### src/rtl/riscv_pkg.sv
// Shared RV32I constants for the core decoder and instr_encoder: opcodes, funct fields,
// the NOP word, the req_op encoding and the encoder state enum.
package riscv_pkg;

  localparam logic [6:0] OPC_RTYPE  = 7'b0110011;
  localparam logic [6:0] OPC_LOAD   = 7'b0000011;
  localparam logic [6:0] OPC_STORE  = 7'b0100011;
  localparam logic [6:0] OPC_BRANCH = 7'b1100011;
  localparam logic [6:0] OPC_OPIMM  = 7'b0010011;

  localparam logic [2:0] F3_ADD_SUB = 3'b000;
  localparam logic [2:0] F3_AND     = 3'b111;
  localparam logic [2:0] F3_OR      = 3'b110;
  localparam logic [2:0] F3_LW      = 3'b010;
  localparam logic [2:0] F3_SW      = 3'b010;
  localparam logic [2:0] F3_BEQ     = 3'b000;

  localparam logic [6:0] F7_BASE = 7'b0000000;
  localparam logic [6:0] F7_SUB  = 7'b0100000;

  localparam logic [31:0] NOP_WORD = 32'h0000_0013;

  localparam logic [2:0] OP_ADD = 3'd0;
  localparam logic [2:0] OP_SUB = 3'd1;
  localparam logic [2:0] OP_AND = 3'd2;
  localparam logic [2:0] OP_OR  = 3'd3;
  localparam logic [2:0] OP_LW  = 3'd4;
  localparam logic [2:0] OP_SW  = 3'd5;
  localparam logic [2:0] OP_BEQ = 3'd6;
  localparam logic [2:0] OP_NOP = 3'd7;

  typedef enum logic [1:0] {
    ST_IDLE,
    ST_LOAD,
    ST_DONE
  } enc_state_e;

endpackage

### src/rtl/instr_pack.sv
// Combinational packer: one symbolic request (op, rd, rs1, rs2, imm) to an RV32I word.
// Fields an op does not use pass through unmasked into their slots or are simply dropped.
module instr_pack
  import riscv_pkg::*;
(
  input  logic [2:0]  op,
  input  logic [4:0]  rd,
  input  logic [4:0]  rs1,
  input  logic [4:0]  rs2,
  input  logic [12:0] imm,
  output logic [31:0] word
);

  // imm[0] is never encoded: branch offsets are always even.
  logic unused_imm0;
  assign unused_imm0 = imm[0];

  always_comb begin
    word = NOP_WORD;
    case (op)
      OP_ADD: word = {F7_BASE, rs2, rs1, F3_ADD_SUB, rd, OPC_RTYPE};
      OP_SUB: word = {F7_SUB,  rs2, rs1, F3_ADD_SUB, rd, OPC_RTYPE};
      OP_AND: word = {F7_BASE, rs2, rs1, F3_AND,     rd, OPC_RTYPE};
      OP_OR:  word = {F7_BASE, rs2, rs1, F3_OR,      rd, OPC_RTYPE};
      OP_LW:  word = {imm[11:0], rs1, F3_LW, rd, OPC_LOAD};
      OP_SW:  word = {imm[11:5], rs2, rs1, F3_SW, imm[4:0], OPC_STORE};
      OP_BEQ: word = {imm[12], imm[10:5], rs2, rs1, F3_BEQ, imm[4:1], imm[11], OPC_BRANCH};
      default: word = NOP_WORD;
    endcase
  end

endmodule

### src/rtl/instr_encoder.sv
// Sequential RV32I encoder / program loader writing packed words to consecutive addresses.
// Optional macro IMM_CHECK_EN enables the sticky immediate-range error flag on err.
module instr_encoder
  import riscv_pkg::*;
#(
  parameter int ADDR_W    = 8,
  parameter int BASE_ADDR = 0
) (
  input  logic              clk,
  input  logic              rst_n,
  input  logic              start,
  input  logic              req_valid,
  output logic              req_ready,
  input  logic              req_last,
  input  logic [2:0]        req_op,
  input  logic [4:0]        req_rd,
  input  logic [4:0]        req_rs1,
  input  logic [4:0]        req_rs2,
  input  logic [12:0]       req_imm,
  output logic              mem_we,
  output logic [ADDR_W-1:0] mem_addr,
  output logic [31:0]       mem_wdata,
  output logic [ADDR_W:0]   count,
  output logic              busy,
  output logic              done,
  output logic              full,
  output logic              err
);

  localparam logic [ADDR_W-1:0] BASE     = ADDR_W'(BASE_ADDR);
  localparam logic [ADDR_W:0]   LAST_CNT = {1'b0, {ADDR_W{1'b1}}};

  enc_state_e        state, state_next;
  logic [ADDR_W-1:0] ptr;
  logic [31:0]       word;
  logic              hs;
  logic              at_cap;
  logic              start_ok;

  instr_pack u_pack (
    .op   (req_op),
    .rd   (req_rd),
    .rs1  (req_rs1),
    .rs2  (req_rs2),
    .imm  (req_imm),
    .word (word)
  );

  assign req_ready = (state == ST_LOAD);
  assign busy      = (state == ST_LOAD);
  assign done      = (state == ST_DONE);
  assign hs        = req_valid && req_ready;
  assign start_ok  = start && (state != ST_LOAD);
  // This handshake delivers the last word that fits in memory.
  assign at_cap    = (count == LAST_CNT);

  always_ff @(posedge clk or negedge rst_n) begin
    if (!rst_n) state <= ST_IDLE;
    else        state <= state_next;
  end

  always_comb begin
    state_next = state;
    case (state)
      ST_IDLE, ST_DONE: if (start) state_next = ST_LOAD;
      ST_LOAD:          if (hs && (req_last || at_cap)) state_next = ST_DONE;
      default:          state_next = ST_IDLE;
    endcase
  end

  always_ff @(posedge clk or negedge rst_n) begin
    if (!rst_n) begin
      ptr       <= BASE;
      mem_we    <= 1'b0;
      mem_addr  <= BASE;
      mem_wdata <= 32'h0;
      count     <= '0;
      full      <= 1'b0;
    end else begin
      mem_we <= hs;
      if (start_ok) begin
        ptr   <= BASE;
        count <= '0;
        full  <= 1'b0;
      end
      if (hs) begin
        mem_addr  <= ptr;
        mem_wdata <= word;
        ptr       <= ptr + 1'b1;
        count     <= count + 1'b1;
        if (at_cap && !req_last) full <= 1'b1;
      end
    end
  end

`ifdef IMM_CHECK_EN
  logic err_q;
  logic imm_bad;

  // LW/SW need imm to fit 12 signed bits; BEQ offsets must be even.
  assign imm_bad = (((req_op == OP_LW) || (req_op == OP_SW)) && (req_imm[12] != req_imm[11]))
                || ((req_op == OP_BEQ) && req_imm[0]);

  always_ff @(posedge clk or negedge rst_n) begin
    if (!rst_n)             err_q <= 1'b0;
    else if (start_ok)      err_q <= 1'b0;
    else if (hs && imm_bad) err_q <= 1'b1;
  end

  assign err = err_q;
`else
  assign err = 1'b0;
`endif

endmodule

### config.mk
export PLATFORM = sky130hd
export DESIGN_NAME = instr_encoder
export DESIGN_NICKNAME = d
export VERILOG_FILES = /design/src/rtl/riscv_pkg.sv /design/src/rtl/instr_pack.sv /design/src/rtl/instr_encoder.sv
export SDC_FILE = /design/constraint.sdc
export NUM_CORES = 1
export LEC_CHECK = 0
export BUFFER_PORTS_ARGS = -buffer_cell sky130_fd_sc_hd__buf_2
export CAP_MARGIN = 20
export CELL_PAD_IN_SITES_DETAIL_PLACEMENT = 1
export CELL_PAD_IN_SITES_GLOBAL_PLACEMENT = 2
export CORE_MARGIN = 5
export CORE_UTILIZATION = 29
export CTS_CLUSTER_DIAMETER = 50
export DETAILED_ROUTE_END_ITERATION = 8
export PLACE_DENSITY_LB_ADDON = 0.08
export SKIP_CTS_REPAIR_TIMING = 1
export SYNTH_ARGS = -nofsm -noshare
export SYNTH_HDL_FRONTEND = slang
export SYNTH_HIERARCHICAL = 1
export SYNTH_SLANG_ARGS = --single-unit
### constraint.sdc
create_clock -name clk -period 1.8 [get_ports clk]
set_clock_uncertainty 0.05 [all_clocks]
set_input_delay 0.36 -clock clk [delete_from_list [all_inputs] [get_ports clk]]
set_output_delay 0.36 -clock clk [all_outputs]
set_load 0.02 [all_outputs]
==> results of run 1 <==
==> per-layer routing <==
metal / global-route usage / vias to the layer above / wire length, microns
met4: 0.0508 / 0 / 105
met5: 0 / - / 0
met3: 0.0299 / 9 / 408
met1: 0.185 / 1183 / 3800
li1: - / 1258 / -
met2: 0.229 / 51 / 3730
==> report_power, final <==
group | internal [uW] | switching (uW) | total, uW
Sequential | 1780 | 269 | 2050
Clock | 532 | 557 | 1090
Combinational | 644 | 1320 | 1970
Total | 2960 | 2150 | 5110
==> placed cells by master, fill, tap and decap left out, types with 2 or more instances in the layout <==
| cell | netlist | routed |
|---|---|---|
| a21oi_1 | 3 | 3 |
| a22o_1 | 7 | 7 |
| a22oi_1 | 5 | 5 |
| a31oi_1 | 4 | 4 |
| and2_1 | 5 | 5 |
| and3_1 | 7 | 7 |
| buf_12 | 0 | 2 |
| buf_2 | 7 | 89 |
| buf_4 | 9 | 3 |
| clkbuf_8 | 0 | 10 |
| clkinv_2 | 1 | 4 |
| clkinvlp_4 | 0 | 2 |
| conb_1 | 3 | 5 |
| dfrtp_1 | 61 | 61 |
| ha_1 | 3 | 2 |
| inv_1 | 7 | 7 |
| mux2i_1 | 2 | 2 |
| nand2_1 | 135 | 135 |
| nand3_1 | 8 | 8 |
| nand3b_1 | 3 | 3 |
| nand4_1 | 3 | 3 |
| nor2_1 | 6 | 6 |
| nor3_1 | 2 | 2 |
| o211ai_1 | 2 | 2 |
| o21ai_0 | 15 | 15 |
| o21ai_1 | 4 | 4 |
| o2bb2ai_1 | 6 | 6 |
| o31ai_1 | 3 | 3 |
| xor2_1 | 2 | 2 |
==> flip-flops by register name, indices dropped and copies added (netlist names) <==
| name | flops |
|---|---|
| mem_wdata | 32 |
| mem_addr | 8 |
| mem_we | 1 |
| full | 1 |
| count | 9 |
| ptr | 8 |
| state | 2 |
==> final cells by class <==
cell class,count,area share
Timing Repair Buffer,94,0.140
Multi-Input combinational cell,241,0.336
Sequential cell,61,0.421
Inverter,8,0.00863
Tap cell,133,0.0459
Clock buffer,10,0.0380
Clock inverter,6,0.0107
==> critical path: stages (launching register included) <==
cell      delay (ns)
dfrtp_1         0.41
ha_2            0.24
nand2_1         0.08
nor2_1          0.13
and3_1          0.17
ha_1            0.18
o21ai_0         0.10
nand3b_1        0.08
o21ai_0         0.09
==> cells by family (layout without fill, tap and decap cells) <==
logic type               after synthesis  after routing  share of synthesized area
adder cells (fa/ha/maj)                3              3                     0.0130
AO/OA/AOI/OAI                         53             53                      0.124
multiplexers                           2              2                    0.00693
buffers and inverters                 30            118                     0.0541
AND/OR/NAND/NOR                      176            176                      0.264
other                                  3              5                    0.00390
flip-flops                            61             61                      0.528
XOR/XNOR                               2              2                    0.00606
==> final timing paths <==
kind,startpoint,endpoint,slack [ns],cells after the start
worst max-delay path,count[0],state[0],0.14,8
worst min-delay path,rst_n,mem_wdata[8],-0.01,2
worst max register to register,count[0],state[0],0.14,8
worst min register to register,mem_wdata[9],mem_wdata[9],0.42,2
max in group asynchronous,rst_n,count[6],1.44,2
min in group clk,req_last,state[1],0.27,3
==> stage by stage <==
stage	hold WS, ns	cells
final	-0.0106	553
after global routing	0.00792	553
after CTS	-0.00838	552
after detailed placement	0.358	536
after global placement	0.355	536
after floorplan	0.0144	332
==> results.py, run 1 <==
metrics = {
    "status": {
        "outcome": "finished, violations left",
        "failed_checks": "hold timing",
    },
    "final_layout": {
        "n_antenna_cell": 0,
        "drive_gt1_frac": 0.281,
        "fin_area_sq_mm": 0.00363,
        "regArea_sq_mm": 0.00153,
        "fillers": 1195,
        "multi_input_area_sq_mm": 0.00122,
        "final_nets": 454,
        "final_core_util": 0.373,
        "area_growth_pct": 25.5,
    },
    "place": {
        "routabilityCongestion": 0.751,
        "placement.io_buffers": 89,
        "place_hpwl_microns": 5570,
        "place_area_sq_mm": 0.00344,
        "place_ws_ns": 0.0843,
    },
    "clock_tree": {
        "cts_buffers": 9,
        "clock_sinks": 61,
        "h-tree-depth": 3,
        "worst_skew_pair.late_latency_ns": 0.33,
        "cts_buffer_depth": 2,
        "cts_tree": "yes",
        "clkTransAtPathRegs_ns": 0.07,
        "cts_root_buf": "clkbuf_8",
    },
    "synthesis": {
        "synth.area.top_cells": "dfrtp_1 (53%), nand2_1 (18%), o21ai_0 (2.6%)",
        "synth-edff-count": 0,
        "synth_most_common_cell": "nand2_1",
        "netlist-cell-type-count": 38,
        "yosysSeqAreaShare": 0.528,
        "synth_cells": 330,
        "ys_seq_elements": 61,
        "ys_warn_count": 6,
        "synth.avg_cell_area_sq_um": 8.76,
        "synth.cell_area_sq_mm": 0.00289,
        "synth_top_area_frac": 0.528,
        "synth-async-reset-ratio": 1.00,
        "netlist_top_cells_count": "nand2_1 (135), dfrtp_1 (61), o21ai_0 (15), buf_4 (9), nand3_1 (8)",
        "ys.flop_type": "dfrtp_1",
        "netlist.top_cell.by_area": "dfrtp_1",
    },
    "timing": {
        "fmax_ghz": 0.603,
        "hold_violations": 13,
        "fin_crit_sh": 0.922,
        "final_max_slew_viol_count": 0,
        "setup_tns_ns": 0,
        "grt_setup_unrepaired": "false",
        "setup_viol": 0,
        "setup_slack_ns": 0.140,
        "hold_slack_ns": -0.0106,
        "final.min_clock_period_ns": 1.66,
    },
    "critical_path": {
        "cp-end-kind": "flop",
        "worstPathArrival_ns": 1.81,
        "cp.required_ns": 1.95,
        "critPathKind": "flop to flop",
        "cp_max_fo": 5,
        "start_kind": "flop",
    },
    "floorplanning": {
        "initial_utilization": 0.297,
        "ios": 91,
        "die-area_sq_mm": 0.0121,
        "coreArea_sq_mm": 0.00973,
        "die_x_microns": 110,
        "fp-row-count": 36,
        "die_y_microns": 110,
    },
    "grt": {
        "grt_pass1_wl_microns": 13100,
        "grt_pass1_vias": 2581,
        "grt.total_usage": 0.141,
        "grt_overflow": 0,
        "antenna_found_initial": 0,
        "grt_start_max_net_pins": 62,
    },
    "routing": {
        "vias": 2501,
        "drt-vias-per-instance": 4.52,
        "wirelength_microns": 8040,
        "drc": 0,
        "antenna_left": 0,
        "firstDrtPassIters": 4,
        "wire_per_inst_microns": 14.5,
        "drt_iter0_markers": 90,
    },
    "power": {
        "power_density_mw_per_mm2": 1410,
        "power_leakage_uw": 0.00201,
        "power_uw": 5110,
        "vdd.ir_drop.worst_v": 0.000456,
    },
    "job": {
        "drv_cap": 0,
    },
    "hold_path": {
        "min_path_type": "input pin to asynchronous set/reset pin",
    },
}
No activity file was read; power rests on OpenSTA's default activity.
==> run 2: changes to the inputs <==
--- a/config.mk
+++ b/config.mk
@@ -13,6 +13,7 @@
 export CORE_UTILIZATION = 29
 export CTS_CLUSTER_DIAMETER = 50
 export DETAILED_ROUTE_END_ITERATION = 8
+export HOLD_SLACK_MARGIN = 0.15
 export PLACE_DENSITY_LB_ADDON = 0.08
 export SKIP_CTS_REPAIR_TIMING = 1
 export SYNTH_ARGS = -nofsm -noshare
==> run 2 against run 1 <==
The flow now finishes without violations. Utilization is 0.10 points higher. Design area is 0.28% higher. Cell count is 0.18% higher. Total power hardly changed. Non-clock buffer count is 1 higher. Die area stayed put. Largest cell class unchanged. Largest power group unchanged.
==> results.py, run 2 (same netlist as run 1, synthesis figures left out) <==
metrics = {
    "floorplanning": {
        "fp-row-count": 36,
        "ios": 91,
        "die-area_sq_mm": 0.0121,
        "coreArea_sq_mm": 0.00973,
        "die_x_microns": 110,
        "initial_utilization": 0.297,
        "die_y_microns": 110,
    },
    "grt": {
        "grt.total_usage": 0.141,
        "antenna_found_initial": 0,
        "top_usage_layer": "met2",
        "grt_overflow": 0,
        "grt_pass1_vias": 2581,
        "grt_pass1_wl_microns": 13100,
        "grt_start_max_net_pins": 62,
        "met3_usage": 0.0299,
        "use_met1": 0.185,
        "grt_use_met2": 0.229,
    },
    "clock_tree": {
        "cts_buffer_depth": 2,
        "clock_sinks": 61,
        "worst_skew_pair.late_latency_ns": 0.33,
        "h-tree-depth": 3,
        "clkTransAtPathRegs_ns": 0.07,
        "cts_tree": "yes",
        "cts_root_buf": "clkbuf_8",
        "cts_buffers": 9,
    },
    "critical_path": {
        "cp.required_ns": 1.95,
        "cp-end-kind": "flop",
        "slowest_delay_ns": 0.41,
        "cp_slowest_cell": "dfrtp_1",
        "cp_max_fo": 5,
        "worstPathArrival_ns": 1.81,
        "start_kind": "flop",
        "path_buf_inv": 0,
        "r2r_setup_slack_ns": 0.14,
        "crit_family": "simple AND/OR/NAND/NOR gates",
        "path_cells": "ha_2, nand2_1, nor2_1, and3_1, ha_1, o21ai_0, nand3b_1, o21ai_0",
        "critPathKind": "flop to flop",
        "cpMostUsedCell": "o21ai_0",
    },
    "final_layout": {
        "top_regs": "mem_wdata: 32 flops, count: 9 flops",
        "final_nets": 455,
        "largest_reg_flops": 32,
        "n_antenna_cell": 0,
        "layout_commonest_cell": "nand2_1",
        "final_core_util": 0.374,
        "drive_gt1_frac": 0.280,
        "most-common-layout-cells": "nand2_1 (135), buf_2 (89), dfrtp_1 (61)",
        "top_register": "mem_wdata",
        "fillers": 1194,
        "area_growth_pct": 25.8,
    },
    "timing": {
        "fin_crit_sh": 0.922,
        "final_max_slew_viol_count": 0,
        "grt_setup_unrepaired": "false",
        "setup_viol": 0,
        "hold_violations": 0,
        "final.min_clock_period_ns": 1.66,
        "fmax_ghz": 0.603,
        "setup_tns_ns": 0,
    },
    "routing": {
        "drc": 0,
        "vias": 2506,
        "firstDrtPassIters": 4,
        "wirelength_microns": 8090,
        "drt-vias-per-instance": 4.52,
        "antenna_left": 0,
        "drt_iter0_markers": 100,
        "wire_per_inst_microns": 14.6,
    },
    "place": {
        "placement.io_buffers": 89,
        "routabilityCongestion": 0.751,
        "place_hpwl_microns": 5570,
    },
    "status": {
        "outcome": "complete, no violations",
    },
    "power": {
        "p_comb_frac": 0.385,
        "pwr-share-seq": 0.402,
        "power_switching_uw": 2150,
        "internal-power_uw": 2960,
        "vdd.ir_drop.worst_v": 0.000456,
        "swShare": 0.421,
        "clockPowerShare": 0.213,
        "power_density_mw_per_mm2": 1410,
        "power_leakage_uw": 0.00201,
    },
    "job": {
        "drv_cap": 0,
    },
    "hold_path": {
        "min_path_type": "input pin to flop",
    },
}
run 2: changes by cell type in the layout (fill, tap and decap cells not counted):
cell and change:
dlygate4sd3_1 +1
run 2: tightest hold or removal path: cells and delay by family:
kind | cells | cell delay, ns
AO/OA/AOI/OAI | 1 | 0.12
buffers and inverters | 1 | 0.10
AND/OR/NAND/NOR | 1 | 0.04
run 2: routing by layer:
metal  vias to the layer above  routed length [microns]
met5                         -                        0
met4                         0                      105
met3                         9                      409
met2                        51                     3780
met1                      1186                     3800
li1                       1260                        -
run 2: metrics by stage:
stage | instance area, sq um | std cells | hold WS [ns] | setup WS [ns] | power (uW)
6_report | 3640 | 554 | 0.274 | 0.140 | 5110
5_1_grt | 3640 | 554 | 0.262 | 0.00219 | 5520
4_1_cts | 3620 | 552 | -0.00838 | 0.0768 | 5210
3_5_place_dp | 3440 | 536 | 0.358 | 0.0843 | 4090
3_3_place_gp | 3440 | 536 | 0.355 | 0.174 | 4060
2_1_floorplan | 2900 | 332 | 0.0144 | 0.143 | 3320
run 2: final timing paths:
check                              from           end  cells after the start
min reg2reg                mem_wdata[9]  mem_wdata[9]                      2
max in group asynchronous         rst_n      count[6]                      3
min                            req_last      state[1]                      3
max reg2reg                    count[0]      state[0]                      8
min in group asynchronous         rst_n  mem_wdata[8]                      3
max                            count[0]      state[0]                      8
run 2: final cells by class:
type | instances | area, sq um | share of cell area
timing repair buffer | 95 | 518 | 0.142
multi-input combinational | 241 | 1220 | 0.335
sequential | 61 | 1530 | 0.420
clock inverter | 6 | 38.8 | 0.0107
clock buffer | 10 | 138 | 0.0379
inverter | 8 | 31.3 | 0.00860
tap | 133 | 166 | 0.0458
run 2: power groups by stage:
stage | registers [uW] | clock network (uW) | logic (uW)
detailed placement | 2090 | 0 | 2000
finish | 2050 | 1090 | 1970
global placement | 2080 | 0 | 1980
CTS | 2070 | 1140 | 2010
global route | 2110 | 1210 | 2200
floorplan | 2510 | 0 | 807
